--- config.mk ---
export PLATFORM = sky130hd
export DESIGN_NAME = ram_bist_controller
export DESIGN_NICKNAME = d
export VERILOG_FILES = /design/src/rtl/ram_pkg.sv /design/src/rtl/ram_bist_controller_checker.sv /design/src/rtl/ram_bist_controller.sv
export SDC_FILE = /design/constraint.sdc
export NUM_CORES = 1
export LEC_CHECK = 0
export CORE_MARGIN = 2
export CORE_UTILIZATION = 49
export DETAILED_ROUTE_END_ITERATION = 8
export GPL_TIMING_DRIVEN = 1
export PLACE_DENSITY_LB_ADDON = 0.15
export SYNTH_ARGS = -nofsm -noshare
export SYNTH_HDL_FRONTEND = slang
export SYNTH_HIERARCHICAL = 1
export SYNTH_SLANG_ARGS = --single-unit
--- constraint.sdc ---
create_clock -name clk -period 3.03 [get_ports clk]
set_input_delay 0.606 -clock clk [delete_from_list [all_inputs] [get_ports clk]]
set_output_delay 0.606 -clock clk [all_outputs]
set_load 0.02 [all_outputs]
--- src/rtl/ram_pkg.sv ---
// Shared definitions for the RAM self-test slice: default RAM geometry,
// the base test pattern and the BIST sequencer state encoding.
package ram_pkg;

  localparam int              RAM_WIDTH   = 8;
  localparam int              RAM_DEPTH   = 16;
  localparam int              RAM_ADDR_W  = 4;
  localparam int              RAM_ERR_W   = 6;
  localparam logic [7:0]      RAM_PATTERN = 8'hA5;

  typedef enum logic [2:0] {
    IDLE  = 3'd0,
    WR0   = 3'd1,
    RD0   = 3'd2,
    WR1   = 3'd3,
    RD1   = 3'd4,
    DRAIN = 3'd5,
    DONE  = 3'd6
  } bist_state_t;

endpackage

--- src/rtl/ram_bist_controller_checker.sv ---
// bist_checker: one-stage compare pipeline behind the RAM read port.
// A read issued in cycle N returns data in cycle N+1; the expected value and
// address are staged here so the compare lines up with the returned data.
// Ports:
//   clk, rst        clock, asynchronous active-low reset
//   clr             synchronous clear at the start of a run
//   issue           a read is on the RAM port this cycle
//   exp_in/addr_in  expected data and address of that read
//   rd_data         RAM read data (valid the cycle after issue)
//   mismatch        current compare failed (combinational)
//   fail_addr/data  first mismatch of the run
//   err_count       saturating mismatch count
module bist_checker #(
  parameter int WIDTH  = 8,
  parameter int ADDR_W = 4,
  parameter int ERR_W  = 6
) (
  input  logic              clk,
  input  logic              rst,
  input  logic              clr,
  input  logic              issue,
  input  logic [WIDTH-1:0]  exp_in,
  input  logic [ADDR_W-1:0] addr_in,
  input  logic [WIDTH-1:0]  rd_data,
  output logic              mismatch,
  output logic [ADDR_W-1:0] fail_addr,
  output logic [WIDTH-1:0]  fail_data,
  output logic [ERR_W-1:0]  err_count
);

  logic              cmp_valid_r;
  logic [WIDTH-1:0]  exp_r;
  logic [ADDR_W-1:0] cmp_addr_r;
  logic [ADDR_W-1:0] fail_addr_r;
  logic [WIDTH-1:0]  fail_data_r;
  logic [ERR_W-1:0]  err_count_r;
  logic              mismatch_s;

  // Compare the staged expectation against the data the RAM returned.
  always_comb begin
    mismatch_s = cmp_valid_r && (rd_data != exp_r);
  end

  // Pipeline stage, saturating error counter and first-fail capture.
  always_ff @(posedge clk or negedge rst) begin
    if (!rst) begin
      cmp_valid_r <= 1'b0;
      exp_r       <= '0;
      cmp_addr_r  <= '0;
      fail_addr_r <= '0;
      fail_data_r <= '0;
      err_count_r <= '0;
    end else if (clr) begin
      cmp_valid_r <= 1'b0;
      exp_r       <= '0;
      cmp_addr_r  <= '0;
      fail_addr_r <= '0;
      fail_data_r <= '0;
      err_count_r <= '0;
    end else begin
      cmp_valid_r <= issue;
      exp_r       <= exp_in;
      cmp_addr_r  <= addr_in;
      if (mismatch_s) begin
        // A zero count means no earlier mismatch in this run.
        if (err_count_r == {ERR_W{1'b0}}) begin
          fail_addr_r <= cmp_addr_r;
          fail_data_r <= rd_data;
        end else begin
          fail_addr_r <= fail_addr_r;
          fail_data_r <= fail_data_r;
        end
        if (err_count_r != {ERR_W{1'b1}}) begin
          err_count_r <= err_count_r + ERR_W'(1);
        end else begin
          err_count_r <= err_count_r;
        end
      end else begin
        err_count_r <= err_count_r;
      end
    end
  end

  assign mismatch  = mismatch_s;
  assign fail_addr = fail_addr_r;
  assign fail_data = fail_data_r;
  assign err_count = err_count_r;

endmodule

--- src/rtl/ram_bist_controller.sv ---
// ram_bist_controller: self-test master for the 16x8 synchronous dual-port RAM.
// On start it writes PATTERN^addr to every word, reads back and compares,
// then repeats with the inverted pattern, and reports pass/fail.
// Ports:
//   clk, rst                clock, asynchronous active-low reset
//   start                   run request, sampled only in IDLE
//   ram_we/ram_re           RAM strobes (never both high)
//   ram_wr_addr/ram_rd_addr RAM addresses (inactive one holds)
//   ram_data_in             RAM write data
//   ram_data_out            RAM read data, one cycle after ram_re
//   busy, done              run in progress / one-cycle completion pulse
//   pass, fail_addr, fail_data, err_count  result of the last run
module ram_bist_controller
  import ram_pkg::*;
#(
  parameter int              WIDTH   = RAM_WIDTH,
  parameter int              DEPTH   = RAM_DEPTH,
  parameter int              ADDR_W  = RAM_ADDR_W,
  parameter logic [WIDTH-1:0] PATTERN = RAM_PATTERN,
  parameter int              ERR_W   = RAM_ERR_W
) (
  input  logic              clk,
  input  logic              rst,
  input  logic              start,
  output logic              ram_we,
  output logic              ram_re,
  output logic [ADDR_W-1:0] ram_wr_addr,
  output logic [ADDR_W-1:0] ram_rd_addr,
  output logic [WIDTH-1:0]  ram_data_in,
  input  logic [WIDTH-1:0]  ram_data_out,
  output logic              busy,
  output logic              done,
  output logic              pass,
  output logic [ADDR_W-1:0] fail_addr,
  output logic [WIDTH-1:0]  fail_data,
  output logic [ERR_W-1:0]  err_count
);

  localparam logic [ADDR_W-1:0] LAST_ADDR = ADDR_W'(DEPTH - 1);

  bist_state_t       state_r, state_nxt_s;
  logic [ADDR_W-1:0] addr_r, addr_nxt_s;
  logic              clr_s, nxt_wr_s, nxt_rd_s, nxt_busy_s;
  logic              ram_we_r, ram_re_r, busy_r, done_r, pass_r;
  logic [ADDR_W-1:0] ram_wr_addr_r, ram_rd_addr_r;
  logic [WIDTH-1:0]  ram_data_in_r, exp_s;
  logic              mismatch_s;
  logic [ERR_W-1:0]  err_count_s;

  function automatic logic [WIDTH-1:0] gen_data(input logic inv, input logic [ADDR_W-1:0] a);
    logic [WIDTH-1:0] d;
    d = PATTERN ^ WIDTH'(a);
    if (inv) begin
      gen_data = ~d;
    end else begin
      gen_data = d;
    end
  endfunction

  // Next-state and address sequencing; strobes are derived from the next state
  // so that every RAM-facing output comes straight from a flop.
  always_comb begin
    state_nxt_s = state_r;
    addr_nxt_s  = addr_r;
    clr_s       = 1'b0;
    case (state_r)
      IDLE: begin
        if (start) begin
          state_nxt_s = WR0;
          addr_nxt_s  = '0;
          clr_s       = 1'b1;
        end else begin
          state_nxt_s = IDLE;
        end
      end
      WR0, RD0, WR1, RD1: begin
        addr_nxt_s = addr_r + ADDR_W'(1);
        if (addr_r == LAST_ADDR) begin
          addr_nxt_s = '0;
          case (state_r)
            WR0:     state_nxt_s = RD0;
            RD0:     state_nxt_s = WR1;
            WR1:     state_nxt_s = RD1;
            RD1:     state_nxt_s = DRAIN;
            default: state_nxt_s = IDLE;
          endcase
        end else begin
          state_nxt_s = state_r;
        end
      end
      DRAIN:   state_nxt_s = DONE;
      DONE:    state_nxt_s = IDLE;
      default: state_nxt_s = IDLE;
    endcase
    nxt_wr_s   = (state_nxt_s == WR0) || (state_nxt_s == WR1);
    nxt_rd_s   = (state_nxt_s == RD0) || (state_nxt_s == RD1);
    nxt_busy_s = nxt_wr_s || nxt_rd_s || (state_nxt_s == DRAIN);
    // Expected value of the read currently on the RAM port.
    exp_s      = gen_data(state_r == RD1, ram_rd_addr_r);
  end

  // State, address counter and registered RAM/status outputs.
  always_ff @(posedge clk or negedge rst) begin
    if (!rst) begin
      state_r       <= IDLE;
      addr_r        <= '0;
      ram_we_r      <= 1'b0;
      ram_re_r      <= 1'b0;
      ram_wr_addr_r <= '0;
      ram_rd_addr_r <= '0;
      ram_data_in_r <= '0;
      busy_r        <= 1'b0;
      done_r        <= 1'b0;
      pass_r        <= 1'b0;
    end else begin
      state_r  <= state_nxt_s;
      addr_r   <= addr_nxt_s;
      ram_we_r <= nxt_wr_s;
      ram_re_r <= nxt_rd_s;
      busy_r   <= nxt_busy_s;
      done_r   <= (state_nxt_s == DONE);
      if (nxt_wr_s) begin
        ram_wr_addr_r <= addr_nxt_s;
        ram_data_in_r <= gen_data(state_nxt_s == WR1, addr_nxt_s);
      end else begin
        ram_wr_addr_r <= ram_wr_addr_r;
        ram_data_in_r <= ram_data_in_r;
      end
      if (nxt_rd_s) begin
        ram_rd_addr_r <= addr_nxt_s;
      end else begin
        ram_rd_addr_r <= ram_rd_addr_r;
      end
      // The final compare resolves on the same edge that enters DONE.
      if (clr_s) begin
        pass_r <= 1'b0;
      end else if (state_nxt_s == DONE) begin
        pass_r <= (err_count_s == {ERR_W{1'b0}}) && !mismatch_s;
      end else begin
        pass_r <= pass_r;
      end
    end
  end

  bist_checker #(
    .WIDTH  (WIDTH),
    .ADDR_W (ADDR_W),
    .ERR_W  (ERR_W)
  ) u_checker (
    .clk       (clk),
    .rst       (rst),
    .clr       (clr_s),
    .issue     (ram_re_r),
    .exp_in    (exp_s),
    .addr_in   (ram_rd_addr_r),
    .rd_data   (ram_data_out),
    .mismatch  (mismatch_s),
    .fail_addr (fail_addr),
    .fail_data (fail_data),
    .err_count (err_count_s)
  );

  assign ram_we      = ram_we_r;
  assign ram_re      = ram_re_r;
  assign ram_wr_addr = ram_wr_addr_r;
  assign ram_rd_addr = ram_rd_addr_r;
  assign ram_data_in = ram_data_in_r;
  assign busy        = busy_r;
  assign done        = done_r;
  assign pass        = pass_r;
  assign err_count   = err_count_s;

endmodule

==> impl_metrics.py <==
metrics = {
    "grt": {
        "grt.total_usage": 0.199,
        "grt_pass1_wl_um": 9420,
        "grt_max_degree": 41,
        "grt_pass1_vias": 1997,
        "antenna_found_initial": 0,
        "overflow": 0,
    },
    "sta": {
        "setup_viol": 0,
        "max_freq_ghz": 0.457,
        "setup_tns_ns": 0,
        "rsz0062_at_grt": "no",
        "max_slew.worst_pin.slew_ns": 0.867,
        "hold_violations": 0,
        "finalCriticalPeriod_ns": 2.19,
        "slew_headroom": 0.422,
        "finalCritPeriodShare": 0.722,
        "finalMaxSlewViolations": 0,
        "final.setup_skew_ns": 0.00617,
    },
    "die": {
        "chipWidth_um": 79.6,
        "start_util": 0.509,
        "coreArea_mm2": 0.00551,
        "fp.dieH_um": 79.6,
        "die_area_mm2": 0.00634,
        "ios": 50,
        "rows": 27,
    },
    "placement": {
        "io_buffers": 49,
        "place.gp.congestion": 0.877,
        "dpl.hpwl_um": 3850,
    },
    "cts": {
        "clockBufferDepth": 2,
        "cts_sinks": 57,
        "numCtsBuffers": 9,
        "post_cts_buffers": 0,
        "ctsHoldBuffers": 0,
        "htree_levels": 3,
        "clock-root-buffer": "clkbuf_8",
        "post_cts_resized": 0,
        "clk_latency_ns": 0.34,
        "path_clk_slew_ns": 0.07,
        "tritoncts": "done",
    },
    "critical_path": {
        "cp_max_fo": 11,
        "crit_slowest_cell": "clkdlybuf4s50_1",
        "required_ns": 3.25,
        "path_delay_family": "buffers and inverters",
        "crit_path_start_kind": "input pin",
        "crit_chain": "clkdlybuf4s50_1, or2_2, a21oi_1, a311oi_2, buf_4, mux2_2",
        "cp_slowest_stage_delay_ns": 0.69,
        "cp_num_buf_inv": 2,
        "critPathArrivalTime_ns": 2.41,
        "crit_path_end_kind": "register",
        "setup.worst_path.class": "in -> reg",
    },
    "drt": {
        "drtIter0Drc": 110,
        "drc_errors": 0,
        "routedWlPerCell_um": 14.7,
        "antenna_left": 0,
        "avgViaCountPerCell": 5.28,
        "drtPass1Iterations": 4,
        "wl_um": 5630,
        "vias": 2026,
    },
    "logic_synthesis": {
        "synthArstFlopShare": 1.00,
        "syn_inst": 256,
        "synth_edf_count": 0,
        "synth.cell_area_mm2": 0.00280,
        "synth_warnings": 6,
        "yosysSeqAreaShare": 0.509,
        "syn_avg_cell_area_um2": 10.9,
        "yosys_register_bits": 57,
        "synth_fp_nets": 270,
        "ys_types": 51,
        "ys_dominant_reg_cell": "dfrtp_1",
    },
    "final_layout": {
        "num_antenna_cells": 0,
        "drive_above_1_share": 0.160,
        "syn_to_final_growth_pct": 26.9,
        "fill_cells": 440,
        "nets": 321,
    },
    "status": {
        "status": "finished clean",
    },
    "power_and_ir_drop": {
        "leakage_nw": 1.50,
        "pwr_density_cell_mw_per_mm2": 673,
        "power_w": 0.00239,
        "vdd_drop_max_mv": 0.327,
    },
    "run": {
        "max-cap-violations": 0,
    },
    "worst_hold_path": {
        "hp-class": "in -> async",
    },
}
==> worst paths after layout <==
| kind | slack [ns] | start | cells after the start | end |
|---|---|---|---|---|
| max | 0.84 | start | 6 | ram_wr_addr[0] |
| min | 0.38 | rst | 1 | u_checker/fail_data[4] |
| max reg2reg | 0.87 | addr_r[0] | 6 | ram_data_in[3] |
| min reg2reg | 0.50 | u_checker/cmp_addr_r[0] | 2 | u_checker/fail_addr[0] |
| max in group asynchronous | 1.96 | rst | 2 | ram_data_in[3] |
| min in group clk | 0.50 | u_checker/cmp_addr_r[0] | 2 | u_checker/fail_addr[0] |
==> report_power, final <==
group          switching, W  internal [W]
logic              0.000322      0.000340
clock network      0.000304      0.000445
registers          0.000104      0.000877
total              0.000730       0.00166
==> Yosys cell counts, types with 3 or more instances <==
master,number,share of area
xor2_1,11,0.034
nand3_1,5,0.0089
inv_1,8,0.011
and3_1,3,0.0067
nor2b_1,18,0.040
a21oi_1,13,0.023
mux2i_1,15,0.054
xnor2_1,3,0.0094
o21a_1,3,0.0080
mux2_2,11,0.044
buf_2,4,0.0071
ha_1,3,0.013
nand2b_1,6,0.013
nor2_1,31,0.042
clkbuf_1,7,0.0094
o21ai_0,4,0.0071
nand2_1,8,0.011
buf_4,3,0.0080
dfrtp_1,57,0.51
==> routing by layer <==
| metal | track usage | share of wire | up-vias |
|---|---|---|---|
| met5 | 0 | 0 | - |
| met4 | 0.109 | 0.026 | 0 |
| met3 | 0.0452 | 0.044 | 14 |
| met2 | 0.310 | 0.48 | 46 |
| met1 | 0.256 | 0.45 | 977 |
| li1 | - | - | 989 |
==> stage by stage <==
step           instance area, um2   util  worst slack [ns]  hold slack, ns  cells
2_1_floorplan                2800      -             0.961           0.310    256
3_3_place_gp                 3340  0.606             0.537           0.470    368
3_5_place_dp                 3340  0.606             0.495           0.486    368
4_1_cts                      3550  0.646             0.863           0.410    384
5_1_grt                      3550  0.646             0.755           0.451    384
6_report                     3550  0.646             0.842           0.377    384
==> cell type report <==
cell class                 instances  area (um2)  share of cell area
tap                               72        90.1              0.0253
clock buffer                      12         165              0.0465
inverter                           8        30.0             0.00845
clock inverter                     4        50.0              0.0141
timing repair buffer              56         538               0.151
sequential                        57        1430               0.401
multi-input combinational        175        1250               0.353
==> state kept, by name, summed over array words and instances (netlist names), 6 cells and up <==
name	count
u_checker/fail_data	8
ram_data_in	6
u_checker/err_count	6
u_checker/exp_r	8
==> layout by cell type (no fill, tap or decap), drive strengths merged, types with 2 or more instances in the layout <==
cell,instances
dfrtp,57
nor4,3
or2,2
and2,2
o21ai,4
ha,3
a21boi,2
clkinvlp,2
xnor2,3
mux2i,15
nand2,8
clkdlybuf4s50,48
xor2,11
and3,3
inv,8
o21a,3
mux2,12
a31oi,3
o22ai,2
buf,8
nor2,32
a31o,2
o211ai,2
nand4,2
nand3,5
nor3b,2
nand2b,6
a211oi,2
nor2b,18
a21oi,15
clkbuf,12
==> cell families (layout without fill, tap and decap cells) <==
logic type	after synthesis	count (layout)	synth area share
compound gates	42	42	0.111
flops	57	57	0.509
mux	28	28	0.111
fa+ha+maj	3	3	0.0134
xor+xnor	14	14	0.0438
buf+inv	24	80	0.0433
simple gates	88	88	0.168
Note: power is estimated with default switching activity, not from simulation.
